`src/rtl/fu_complete.sv`:
```
// Completion collector for the fixed-latency integer units: tracks issued uops,
// pairs tags with unit results, and buffers them in-order for a single writeback port.
module fu_complete #(
  parameter int TAG_W        = 6,
  parameter int PREG_W       = 6,
  parameter int IMUL_LATENCY = 5,
  parameter int FIFO_DEPTH   = 8
) (
  input  logic              clock,
  input  logic              reset_n,
  input  logic              iss_alu_valid,
  input  logic [TAG_W-1:0]  iss_alu_tag,
  input  logic [PREG_W-1:0] iss_alu_prd,
  input  logic              iss_alu_wen,
  input  logic              iss_br_valid,
  input  logic [TAG_W-1:0]  iss_br_tag,
  input  logic              iss_mul_valid,
  input  logic [TAG_W-1:0]  iss_mul_tag,
  input  logic [PREG_W-1:0] iss_mul_prd,
  input  logic [31:0]       alu_result,
  input  logic              br_taken,
  input  logic [31:0]       mul_result,
  output logic              issue_ready,
  output logic              wb_valid,
  input  logic              wb_ready,
  output logic [TAG_W-1:0]  wb_tag,
  output logic [PREG_W-1:0] wb_prd,
  output logic              wb_wen,
  output logic [31:0]       wb_data,
  output logic              wb_is_br,
  output logic              wb_taken,
  output logic              overflow_err
);
  localparam int AW = $clog2(FIFO_DEPTH);
  localparam int PW = AW + 1;
  localparam int SW = PW + $clog2(IMUL_LATENCY + 3) + 1;
  localparam int L  = IMUL_LATENCY;

  typedef struct packed {
    logic [TAG_W-1:0]  tag;
    logic [PREG_W-1:0] prd;
    logic              wen;
    logic [31:0]       data;
    logic              is_br;
    logic              taken;
  } wb_entry_t;

  logic                        alu_v, alu_wen, br_v;
  logic [TAG_W-1:0]            alu_tag, br_tag;
  logic [PREG_W-1:0]           alu_prd;
  logic [L-1:0]                mul_vld_pipe;
  logic [L-1:0][TAG_W-1:0]     mul_tag_pipe;
  logic [L-1:0][PREG_W-1:0]    mul_prd_pipe;

  logic [PW-1:0] wr_ptr, rd_ptr, count;
  wb_entry_t     mem [FIFO_DEPTH];
  wb_entry_t     head;
  wb_entry_t     src_e [3];
  logic [2:0]    src_v, we;
  logic [2:0][AW-1:0] slot;
  logic [SW-1:0] free, push_cnt, inflight;
  logic          pop, drop;

  assign count    = wr_ptr - rd_ptr;
  assign wb_valid = (count != '0);
  assign pop      = wb_valid && wb_ready;
  assign free     = SW'(FIFO_DEPTH) - SW'(count) + SW'(pop);

  // Source index 0/1/2 = mul/alu/br: mul was issued earliest, so it lands first.
  assign src_v = {br_v, alu_v, mul_vld_pipe[L-1]};
  assign src_e[0] = '{tag: mul_tag_pipe[L-1], prd: mul_prd_pipe[L-1], wen: 1'b1,
                      data: mul_result, is_br: 1'b0, taken: 1'b0};
  assign src_e[1] = '{tag: alu_tag, prd: alu_prd, wen: alu_wen,
                      data: alu_result, is_br: 1'b0, taken: 1'b0};
  assign src_e[2] = '{tag: br_tag, prd: '0, wen: 1'b0,
                      data: 32'd0, is_br: 1'b1, taken: br_taken};

  always_comb begin
    push_cnt = '0;
    drop     = 1'b0;
    we       = '0;
    slot     = '0;
    for (int i = 0; i < 3; i++) begin
      if (src_v[i]) begin
        if (push_cnt < free) begin
          we[i]    = 1'b1;
          slot[i]  = wr_ptr[AW-1:0] + AW'(push_cnt);
          push_cnt = push_cnt + SW'(1);
        end else begin
          drop = 1'b1;
        end
      end
    end
  end

  always_comb begin
    inflight = SW'(alu_v) + SW'(br_v);
    for (int i = 0; i < L; i++) inflight = inflight + SW'(mul_vld_pipe[i]);
  end

  // Reserve room for a worst-case 3-way issue so the non-stalling units never overflow.
  assign issue_ready = (SW'(count) + inflight + SW'(3)) <= SW'(FIFO_DEPTH);

  always_ff @(posedge clock or negedge reset_n) begin
    if (!reset_n) begin
      alu_v        <= 1'b0;
      alu_tag      <= '0;
      alu_prd      <= '0;
      alu_wen      <= 1'b0;
      br_v         <= 1'b0;
      br_tag       <= '0;
      mul_vld_pipe <= '0;
      mul_tag_pipe <= '0;
      mul_prd_pipe <= '0;
      wr_ptr       <= '0;
      rd_ptr       <= '0;
      overflow_err <= 1'b0;
    end else begin
      alu_v           <= iss_alu_valid;
      alu_tag         <= iss_alu_tag;
      alu_prd         <= iss_alu_prd;
      alu_wen         <= iss_alu_wen;
      br_v            <= iss_br_valid;
      br_tag          <= iss_br_tag;
      mul_vld_pipe[0] <= iss_mul_valid;
      mul_tag_pipe[0] <= iss_mul_tag;
      mul_prd_pipe[0] <= iss_mul_prd;
      for (int i = 1; i < L; i++) begin
        mul_vld_pipe[i] <= mul_vld_pipe[i-1];
        mul_tag_pipe[i] <= mul_tag_pipe[i-1];
        mul_prd_pipe[i] <= mul_prd_pipe[i-1];
      end
      wr_ptr       <= wr_ptr + PW'(push_cnt);
      rd_ptr       <= rd_ptr + PW'(pop);
      overflow_err <= overflow_err | drop;
    end
  end

  always_ff @(posedge clock) begin
    for (int i = 0; i < 3; i++)
      if (we[i]) mem[slot[i]] <= src_e[i];
  end

  assign head     = wb_valid ? mem[rd_ptr[AW-1:0]] : '0;
  assign wb_tag   = head.tag;
  assign wb_prd   = head.prd;
  assign wb_wen   = head.wen;
  assign wb_data  = head.data;
  assign wb_is_br = head.is_br;
  assign wb_taken = head.taken;
endmodule

```
`config.mk`:
```
export PLATFORM = sky130hd
export DESIGN_NAME = fu_complete
export DESIGN_NICKNAME = d
export VERILOG_FILES = /design/src/rtl/fu_complete.sv
export SDC_FILE = /design/constraint.sdc
export NUM_CORES = 1
export LEC_CHECK = 0
export BUFFER_PORTS_ARGS = -buffer_cell sky130_fd_sc_hd__buf_2
export CAP_MARGIN = 20
export CORE_ASPECT_RATIO = 0.9
export CORE_MARGIN = 8
export CORE_UTILIZATION = 51
export CTS_BUF_LIST = sky130_fd_sc_hd__clkbuf_8
export DETAILED_ROUTE_END_ITERATION = 6
export GPL_ROUTABILITY_DRIVEN = 1
export GPL_TIMING_DRIVEN = 0
export PLACE_DENSITY = 0.71
export SYNTH_ARGS = -nofsm -noshare
export SYNTH_HDL_FRONTEND = slang
export SYNTH_SLANG_ARGS = --single-unit
```
`constraint.sdc`:
```
create_clock -name clock -period 6.7 [get_ports clock]
set_input_delay 0.335 -clock clock [delete_from_list [all_inputs] [get_ports clock]]
set_output_delay 0.335 -clock clock [all_outputs]
set_load 0.05 [all_outputs]
```
* Yosys cells after proc, flatten, opt, wreduce, memory -nomap -nowiden
Memories as Yosys holds them, arrays and structs flattened.
Cells that the tools add are included.
** Word-level totals
- Bits in read-only memories :: 0
- Bits in latches :: 0
- Logic and storage cells :: 76
- Register bits after elaboration :: 95
- Memories kept :: 1
- RAM bits :: 376
** Cells by class
- Multiply operators :: 0
- Equal/unequal tests :: 0
- Shifts and indexed selects :: 0
- Div/mod/pow operators :: 0
- Order comparisons :: 4
- Bitwise gates (word level) :: 1
- Add/subtract/negate cells :: 17
- Muxes and demuxes :: 31
- Reduce and logical (&&, ||, !) cells :: 2
** Memories
- mem :: depth 8, bits a word 47, read ports 1, clocked after Yosys merged registers in 0, wr ports 3, line 56 : wb_entry_t mem [FIFO_DEPTH];
** Operators by type and width (number)
- $mux W47 :: 1
- $mux W1 :: 20
- $mux W3 :: 6
- $lt A8 B8 Y1 :: 2
- $mux W8 :: 2
- $add A4 B7 Y8 :: 1
- $add A8 B1 Y8 const B :: 1
- $add A8 B2 Y8 const B :: 1
- $le A8 B4 Y1 const B :: 1
- $lt A1 B8 Y1 const A :: 1
- $mux W4 :: 2
- $add A6 B1 Y7 :: 1
- $add A3 B3 Y3 :: 2
- $add A5 B1 Y6 :: 1
- $add A5 B2 Y6 :: 1
- $add A4 B1 Y5 :: 1
- $sub A4 B4 Y5 const A :: 1
- $add A3 B1 Y4 :: 1
- $add A4 B1 Y4 :: 1
- $add A4 B1 Y4 const B :: 1
- $add A4 B4 Y4 :: 1
- $reduce_bool A4 Y1 :: 1
- $sub A4 B4 Y4 :: 1
- $add A2 B1 Y3 :: 1
- 3 further kinds :: 3

* Depth between registers and ports, before layout
Gate-level depths: netlist of the first run.
- Word-level depth :: 15
- Mapped depth :: 28
- Gate-level depth less buffers :: 23

* Worst setup path before layout of the first run
OpenSTA, ideal clock, no wires.
- Kind :: reg-to-reg
- Start point :: register wr_ptr[1]
- End point :: memory mem[4][41] (netlist name), data pin
- Cell stages (with the launch flop) :: 24
- Setup time :: 267 ps
- Slack :: 95 ps
- Arrival time :: 6339 ps
- Path buffers :: 6
- Cells stage by stage :: dfrtp_1 -> clkbuf_1 -> inv_1 -> clkbuf_1 -> fa_1 -> ha_1 -> ha_1 -> or3_1 -> a311o_1 -> a21boi_2 -> buf_2 -> buf_2 -> buf_2 -> a21oi_1 -> ha_1 -> mux2i_1 -> a31oi_1 -> ha_1 -> fa_1 -> nor2_1 -> nand2_1 -> a21oi_1 -> clkbuf_1 -> a21oi_1
** RTL lines
- start, declared :: line 55 : logic [PW-1:0] wr_ptr, rd_ptr, count;
- start signal, assigned :: line 133 : wr_ptr <= wr_ptr + PW'(push_cnt);
- end, declared :: line 56

==> results of run 1 <==
[worst max-delay path, cell delays in order, from the launching register on]
cell	delay [ps]
sky130_fd_sc_hd__dfrtp_2	410
sky130_fd_sc_hd__clkbuf_8	220
sky130_fd_sc_hd__clkinvlp_4	170
sky130_fd_sc_hd__fa_2	610
sky130_fd_sc_hd__ha_1	270
sky130_fd_sc_hd__ha_1	250
sky130_fd_sc_hd__or3_1	370
sky130_fd_sc_hd__a311o_1	430
sky130_fd_sc_hd__a21boi_4	210
sky130_fd_sc_hd__buf_6	260
sky130_fd_sc_hd__buf_6	200
sky130_fd_sc_hd__a21oi_1	110
sky130_fd_sc_hd__ha_1	210
sky130_fd_sc_hd__ha_1	300
sky130_fd_sc_hd__xor2_4	410
sky130_fd_sc_hd__nor3_1	120
sky130_fd_sc_hd__o21ai_1	340
sky130_fd_sc_hd__buf_2	420
sky130_fd_sc_hd__buf_2	360
sky130_fd_sc_hd__nand3_1	490
[cells in the mapped netlist (3+ instances only)]
library cell | instances | area [um^2]
sky130_fd_sc_hd__a21oi_1 | 404 | 2022
sky130_fd_sc_hd__nor2_1 | 331 | 1242
sky130_fd_sc_hd__dfxtp_1 | 320 | 6406
sky130_fd_sc_hd__nor3_1 | 312 | 1562
sky130_fd_sc_hd__a211oi_1 | 308 | 2312
sky130_fd_sc_hd__nand2_1 | 285 | 1070
sky130_fd_sc_hd__clkbuf_1 | 224 | 840.8
sky130_fd_sc_hd__nand3_1 | 173 | 865.8
sky130_fd_sc_hd__dfrtp_1 | 95 | 2377
sky130_fd_sc_hd__mux4_2 | 94 | 2117
sky130_fd_sc_hd__buf_2 | 79 | 395.4
sky130_fd_sc_hd__edfxtp_1 | 56 | 1682
sky130_fd_sc_hd__a221oi_1 | 49 | 429.2
sky130_fd_sc_hd__nor2b_1 | 37 | 231.5
sky130_fd_sc_hd__buf_1 | 36 | 135.1
sky130_fd_sc_hd__inv_1 | 34 | 127.6
sky130_fd_sc_hd__ha_1 | 25 | 312.8
sky130_fd_sc_hd__buf_4 | 22 | 165.2
sky130_fd_sc_hd__a2111oi_0 | 12 | 105.1
sky130_fd_sc_hd__and2_1 | 12 | 75.07
sky130_fd_sc_hd__xnor2_1 | 9 | 78.83
sky130_fd_sc_hd__a21boi_0 | 8 | 60.06
sky130_fd_sc_hd__o21ai_1 | 8 | 40.04
sky130_fd_sc_hd__o221a_1 | 8 | 90.09
sky130_fd_sc_hd__fa_1 | 7 | 140.1
sky130_fd_sc_hd__o211ai_2 | 7 | 87.58
sky130_fd_sc_hd__xor2_1 | 6 | 52.55
sky130_fd_sc_hd__nand2b_1 | 5 | 31.28
sky130_fd_sc_hd__a21o_1 | 4 | 30.03
sky130_fd_sc_hd__a31oi_1 | 3 | 18.77
sky130_fd_sc_hd__nand3b_1 | 3 | 22.52
sky130_fd_sc_hd__o2111a_1 | 3 | 33.78
sky130_fd_sc_hd__o21ai_0 | 3 | 15.01
[registers in the layout (all words and copies together), names as in the netlist]
signal        flops
mem             376
mul_prd_pipe     30
mul_tag_pipe     30
alu_prd           6
alu_tag           6
br_tag            6
mul_vld_pipe      5
rd_ptr            4
wr_ptr            4
alu_v             1
alu_wen           1
br_v              1
overflow_err      1
[stage by stage]
stage | util, % | setup slack, ps
global placement | 54.43 | -3339
global route | 60.07 | 3.012
CTS | 59.41 | 0.7265
detailed placement | 54.66 | -3130
floorplan | - | 94.55
finish | 60.09 | 66.88
[kinds of logic after synthesis]
logic type      count (synthesis)
simple gates                 1167
compound gates                826
flops                         471
buf+inv                       398
mux                            96
fa+ha+maj                      32
xor+xnor                       15
[routing by layer]
metal,up-vias,track usage (%),routed length (um)
li1,11480,-,-
met1,12930,50.33,42480
met2,2507,54.67,46560
met3,542,16.31,19320
met4,6,21.29,6948
met5,-,0,42
[worst min path at each step]
stage | depth (start not counted) | start | slack, ps | end
floorplan | 0 | reset_n | 40 | alu_prd[0]$_DFF_PN0_
global placement | 0 | mul_tag_pipe[2]$_DFF_PN0_ | 330 | mul_tag_pipe[8]$_DFF_PN0_
detailed placement | 1 | reset_n | 290 | mul_prd_pipe[10]$_DFF_PN0_
CTS | 2 | br_taken | 20 | mem[0][0]$_SDFFCE_PN0P_
global route | 2 | br_taken | 50 | mem[0][0]$_SDFFCE_PN0P_
finish | 2 | br_taken | 40 | mem[0][0]$_SDFFCE_PN0P_
[layout make-up]
cell class / instances / area, um^2
inverters: 36 / 142.6
clock inverters: 47 / 192.7
repair buffers: 194 / 1385
clock buffers: 94 / 1294
fillers: 4377 / 19610
flip-flops and latches: 471 / 10470
well taps: 632 / 790.8
multi-input cells: 2136 / 13570
diodes: 6 / 15.01
plain buffers: 354 / 1663
[timing repair]
action                                  CTS  global route
pin swaps                                 1             3
endpoints found under the setup margin  438           419
gates resized for setup                 105            71
endpoints found under the hold margin   129             0
hold buffers                             35             0
buffers inserted                         19             8
cloned                                    0             0
==> insert_results.sql, run 1 <==
INSERT INTO impl_metrics (metric_group, metric, value, unit) VALUES
('cts', 'worstSkewPairLatency', '710', 'ps'),
('die', 'initial_core_util', '51.60', '%'),
('timing', 'final_max_slew_viol_count', '0', ''),
('detailed_routing', 'routed-via-count', '27460', ''),
('cells_and_area', 'final_cell_mix', 'sky130_fd_sc_hd__a21oi_1, sky130_fd_sc_hd__nor2_1, sky130_fd_sc_hd__dfxtp_1', ''),
('logic_synthesis', 'yosys.area_share.xor_xnor', '0.5181', '%'),
('die', 'fp.dieH', '227.5', 'um'),
('setup_path', 'timing.critical_path.fanout_max', '19', ''),
('logic_synthesis', 'yosys-mux-area-fraction', '8.428', '%'),
('setup_path', 'r2r_start', 'wr_ptr[1]$_DFF_PN0_', ''),
('setup_path', 'worstSetupStartpointType', 'flip-flop', ''),
('timing', 'final.setup_skew', '17.36', 'ps'),
('logic_synthesis', 'post_synth_fa_ha_maj_area_fraction', '1.786', '%'),
('logic_synthesis', 'postSynthRegisterBits', '471', ''),
('die', 'floorplan.io_pins', '152', ''),
('setup_path', 'timing.critical_path.to_type', 'flip-flop', ''),
('cts', 'cts_buffers', '79', ''),
('timing', 'setup_viol_count_final', '0', ''),
('die', 'num_rows', '77', ''),
('cts', 'h-tree-depth', '3', ''),
('timing', 'setup_repair_after_global_routing_missed_its_margin', 'false', ''),
('logic_synthesis', 'ys.warnings.count', '0', ''),
('global_routing', 'antenna_found_initial', '6', ''),
('detailed_routing', 'ant_nets', '0', ''),
('logic_synthesis', 'synth.avg_cell_area', '8.438', 'um^2'),
('placed_design', 'placed_cells', '3764', ''),
('cts', 'clock_path_buffers', '3', ''),
('setup_path', 'r2r_setup_slack', '70', 'ps'),
('global_routing', 'first_global_vias', '26170', ''),
('run', 'maxCapViolations', '0', ''),
('detailed_routing', 'drt_first_iter_violations', '4512', ''),
('placed_design', 'placement.io_buffers', '119', ''),
('placed_design', 'placed_area', '26860', 'um^2'),
('cts', 'tritoncts', 'done', ''),
('logic_synthesis', 'post_synth_num_cell_types', '50', ''),
('die', 'fp.dieW', '251.0', 'um'),
('timing', 'fin_setup_tns', '0', 'ps'),
('logic_synthesis', 'post_synth_instance_area', '25360', 'um^2'),
('logic_synthesis', 'postSynthCellCount', '3005', ''),
('logic_synthesis', 'synth_fp_nets', '3139', ''),
('outcome', 'outcome', 'finished, final reports clean', ''),
('cells_and_area', 'finalInstanceArea', '29520', 'um^2'),
('global_routing', 'global_route.usage.total', '38.90', '%'),
('cells_and_area', 'layout.nets', '3406', ''),
('setup_path', 'startpoint_of_the_worst_setup_timing_path', 'wr_ptr[1]$_DFF_PN0_', ''),
('detailed_routing', 'wire_per_inst', '29.05', 'um'),
('detailed_routing', 'drc', '0', ''),
('timing', 'tightestPinTransition', '1275', 'ps'),
('detailed_routing', 'detailedRoute.firstPassIterationCount', '7', ''),
('logic_synthesis', 'synth_edf_count', '56', ''),
('timing', 'slew-limit-headroom', '12.79', '%'),
('detailed_routing', 'finalWirelength', '115300', 'um'),
('logic_synthesis', 'postSynth.asyncResetShare', '20.17', '%'),
('cells_and_area', 'drive_gt1_share', '17.11', '%'),
('cells_and_area', 'area_growth_syn_to_layout', '16.44', '%'),
('logic_synthesis', 'synth_top_family_by_area', 'compound AO/OA/AOI/OAI gates', ''),
('placed_design', 'gp_routability_congestion', '1.051', ''),
('setup_path', 'crit_type', 'reg2reg', ''),
('setup_path', 'critical_path_required', '6970', 'ps'),
('cts', 'path_clk_slew', '70', 'ps'),
('hold_path', 'timing.hold.worst.class', 'in2reg', ''),
('global_routing', 'wire_length_of_the_first_global_routing_pass', '166500', 'um'),
('timing', 'final-hold-violation-count', '0', ''),
('cts', 'clock_tree.root_cell', 'sky130_fd_sc_hd__clkbuf_8', ''),
('setup_path', 'worst_r2r_path_depth', '19', ''),
('placed_design', 'dp.final_hpwl', '82320', 'um'),
('cells_and_area', 'layout_commonest_cell', 'sky130_fd_sc_hd__a21oi_1', ''),
('die', 'core_area', '49130', 'um^2'),
('cells_and_area', 'final_cell_count_no_fill', '3970', ''),
('setup_path', 'cp.arrival', '6910', 'ps'),
('die', 'full_die_area', '57120', 'um^2');
Power of run 1 is not shown: default switching activity piles up to over one toggle a cycle in this logic, so the estimate is an artifact.
==> inputs of run 2 (changes only) <==
--- a/config.mk
+++ b/config.mk
@@ -14,7 +14,7 @@
 export DETAILED_ROUTE_END_ITERATION = 6
 export GPL_ROUTABILITY_DRIVEN = 1
 export GPL_TIMING_DRIVEN = 0
-export PLACE_DENSITY = 0.71
+export PLACE_DENSITY = 0.69
 export SYNTH_ARGS = -nofsm -noshare
 export SYNTH_HDL_FRONTEND = slang
 export SYNTH_SLANG_ARGS = --single-unit
==> constraint.sdc (replaced) <==
create_clock -name clock -period 7.27 [get_ports clock]
set_input_delay 0.3635 -clock clock [delete_from_list [all_inputs] [get_ports clock]]
set_output_delay 0.3635 -clock clock [all_outputs]
set_load 0.05 [all_outputs]
==> insert_results.sql, run 2 (synthesis results as in run 1) <==
INSERT INTO impl_metrics (metric_group, metric, value, unit) VALUES
('outcome', 'outcome', 'complete, but fails checks', ''),
('outcome', 'failed_checks', 'DRC', ''),
('global_routing', 'grt_max_degree', '67', ''),
('timing', 'fraction_of_the_cycle_the_final_worst_path_needs', '99.51', '%'),
('detailed_routing', 'finalWirelength', '112900', 'um'),
('global_routing', 'first_global_vias', '25710', ''),
('placed_design', 'placement.io_buffers', '119', ''),
('setup_path', 'crit-reg2reg-capture', 'mem[7][45]$_DFFE_PP_', ''),
('cells_and_area', 'layout_commonest_cell', 'sky130_fd_sc_hd__a21oi_1', ''),
('timing', 'setup_repair_after_global_routing_missed_its_margin', 'true', ''),
('hold_path', 'timing.hold.worst.class', 'in2reg', ''),
('hold_path', 'min_path_cells', '3', ''),
('run', 'maxCapViolations', '0', ''),
('setup_path', 'timing.critical_path.to_type', 'flip-flop', ''),
('detailed_routing', 'average_vias_per_placed_instance', '6.764', ''),
('setup_path', 'timing.critical_path.fanout_max', '10', ''),
('cells_and_area', 'max_reg_flops', '376', ''),
('global_routing', 'grt_overflow', '0', ''),
('cells_and_area', 'finalInstanceArea', '29360', 'um^2'),
('placed_design', 'dp.final_hpwl', '83140', 'um'),
('timing', 'max_freq', '138.2', 'MHz'),
('hold_path', 'worst_hold_endpoint', 'mem[6][19]$_SDFFE_PP0P_', ''),
('cts', 'clock_path_buffers', '3', ''),
('detailed_routing', 'drc', '4', ''),
('timing', 'setup_viol_count_final', '0', ''),
('hold_path', 'hp-start', 'alu_result[17]', ''),
('die', 'full_die_area', '57120', 'um^2'),
('die', 'num_rows', '77', ''),
('setup_path', 'critical_path_required', '7780', 'ps'),
('placed_design', 'gp_routability_congestion', '0.9921', ''),
('timing', 'tightestPinTransition', '1296', 'ps'),
('placed_design', 'placed_area', '26880', 'um^2'),
('setup_path', 'r2r_setup_slack', '40', 'ps'),
('detailed_routing', 'detailedRoute.firstPassIterationCount', '7', ''),
('detailed_routing', 'routed-via-count', '26820', ''),
('cts', 'number_of_clock_sinks_seen_by_cts', '471', ''),
('cts', 'clock_tree.root_cell', 'sky130_fd_sc_hd__clkbuf_8', ''),
('timing', 'final-hold-violation-count', '0', ''),
('cts', 'tritoncts', 'done', ''),
('cells_and_area', 'layout.nets', '3401', ''),
('setup_path', 'worstSetupStartpointType', 'flip-flop', ''),
('die', 'fp.dieW', '251.0', 'um'),
('cells_and_area', 'drive_gt1_share', '16.29', '%'),
('die', 'fp.dieH', '227.5', 'um'),
('setup_path', 'crit_type', 'reg2reg', ''),
('global_routing', 'wire_length_of_the_first_global_routing_pass', '163600', 'um'),
('detailed_routing', 'wire_per_inst', '28.46', 'um'),
('timing', 'final_period_minus_worst_setup_slack', '7234', 'ps'),
('die', 'core_area', '49130', 'um^2'),
('cts', 'path_clk_slew', '70', 'ps'),
('cells_and_area', 'area_growth_syn_to_layout', '15.80', '%'),
('timing', 'final_max_slew_viol_count', '0', ''),
('timing', 'final.setup_skew', '31.49', 'ps'),
('cells_and_area', 'fin_util', '59.76', '%'),
('global_routing', 'global_route.usage.total', '38.07', '%'),
('die', 'initial_core_util', '51.60', '%'),
('setup_path', 'cp.arrival', '7740', 'ps'),
('die', 'floorplan.io_pins', '152', ''),
('cts', 'cts_buffers', '82', ''),
('detailed_routing', 'ant_nets', '0', ''),
('setup_path', 'r2r_start', 'wr_ptr[1]$_DFF_PN0_', ''),
('cells_and_area', 'final_cell_mix', 'sky130_fd_sc_hd__a21oi_1, sky130_fd_sc_hd__nor2_1, sky130_fd_sc_hd__dfxtp_1', ''),
('cts', 'h-tree-depth', '3', ''),
('setup_path', 'worst_r2r_path_depth', '24', ''),
('global_routing', 'antenna_found_initial', '4', ''),
('detailed_routing', 'drt_first_iter_violations', '4743', ''),
('cts', 'worstSkewPairLatency', '710', 'ps'),
('timing', 'slew-limit-headroom', '13.59', '%');
-- run 2: cell types whose count changed in the layout (fill, tap and decap cells not counted), moves of 9 or more --
cell                       delta
sky130_fd_sc_hd__clkinv_2    +11
sky130_fd_sc_hd__inv_1       -15
sky130_fd_sc_hd__a221oi_2    -12
sky130_fd_sc_hd__buf_4       -11
sky130_fd_sc_hd__a21oi_1      +9
sky130_fd_sc_hd__a21oi_2      -9
sky130_fd_sc_hd__a221oi_1    +14
-- run 2: worst max-delay path, stage by stage, from the launching register on --
cell	delay, ps
sky130_fd_sc_hd__dfrtp_2	460
sky130_fd_sc_hd__clkbuf_8	240
sky130_fd_sc_hd__clkinvlp_4	180
sky130_fd_sc_hd__fa_2	670
sky130_fd_sc_hd__ha_1	280
sky130_fd_sc_hd__ha_1	250
sky130_fd_sc_hd__or3_1	350
sky130_fd_sc_hd__a311o_1	440
sky130_fd_sc_hd__a21boi_4	220
sky130_fd_sc_hd__clkbuf_4	270
sky130_fd_sc_hd__buf_4	270
sky130_fd_sc_hd__buf_4	250
sky130_fd_sc_hd__nand2_1	100
sky130_fd_sc_hd__ha_1	360
sky130_fd_sc_hd__mux2i_2	260
sky130_fd_sc_hd__a31oi_1	140
sky130_fd_sc_hd__ha_1	270
sky130_fd_sc_hd__fa_1	440
sky130_fd_sc_hd__xor2_1	240
sky130_fd_sc_hd__and2_1	230
sky130_fd_sc_hd__nand3_1	180
sky130_fd_sc_hd__a21oi_4	260
sky130_fd_sc_hd__clkbuf_4	340
sky130_fd_sc_hd__a221oi_1	100
sky130_fd_sc_hd__a21oi_1	230
-- run 2: worst max path at each step --
stage,from,to,cells past startpoint
2_1_floorplan,wr_ptr[1]$_DFF_PN0_,mem[4][41]$_DFFE_PP_,23
3_3_place_gp,rd_ptr[1]$_DFF_PN0_,mem[4][45]$_DFFE_PP_,23
3_5_place_dp,rd_ptr[1]$_DFF_PN0_,mem[0][42]$_DFFE_PP_,25
4_1_cts,wr_ptr[1]$_DFF_PN0_,mem[2][44]$_DFFE_PP_,23
5_1_grt,wr_ptr[1]$_DFF_PN0_,mem[7][45]$_DFFE_PP_,24
6_report,wr_ptr[1]$_DFF_PN0_,mem[7][45]$_DFFE_PP_,24
-- run 2: cell type report --
class,instances,area (um^2)
Clock inverter,44,297.8
Clock buffer,101,1390
Timing Repair Buffer,183,1271
Buffer,357,1629
Tap cell,632,790.8
Inverter,36,142.6
Antenna cell,5,12.51
Fill cell,4475,19770
Multi-Input combinational cell,2136,13360
Sequential cell,471,10470
-- run 2: timing repair --
action                                 in CTS  in global routing
setup endpoints to repair                 437                416
hold buffers                               35                  0
setup buffers                               6                  6
endpoints found under the hold margin      63                  0
pin swaps                                   1                  0
gates resized for setup                    63                 53
-- run 2: metal layers --
| layer | up-vias | part of all wire [%] | global-route usage [%] | routed length [um] |
|---|---|---|---|---|
| met5 | - | 0.15 | 0.4198 | 166 |
| met4 | 14 | 4.8 | 17.82 | 5426 |
| met3 | 384 | 16 | 16.93 | 18470 |
| met2 | 2230 | 41 | 54.27 | 46160 |
| met1 | 12720 | 38 | 49.14 | 42630 |
| li1 | 11470 | - | - | - |
-- run 2: metrics by stage --
stage / setup TNS [ps] / setup slack (ps) / cells / hold slack (ps)
floorplan: 0 / 664.6 / 3005 / 67.91
global placement: -1025850 / -2926 / 3756 / 332.4
detailed placement: -880340 / -2587 / 3769 / 322.1
CTS: 0 / 8.198 / 3952 / 52.36
global route: -752.8 / -63.00 / 3961 / 80.40
finish: 0 / 35.64 / 3965 / 80.67
Power of run 2 is left out for the same reason.
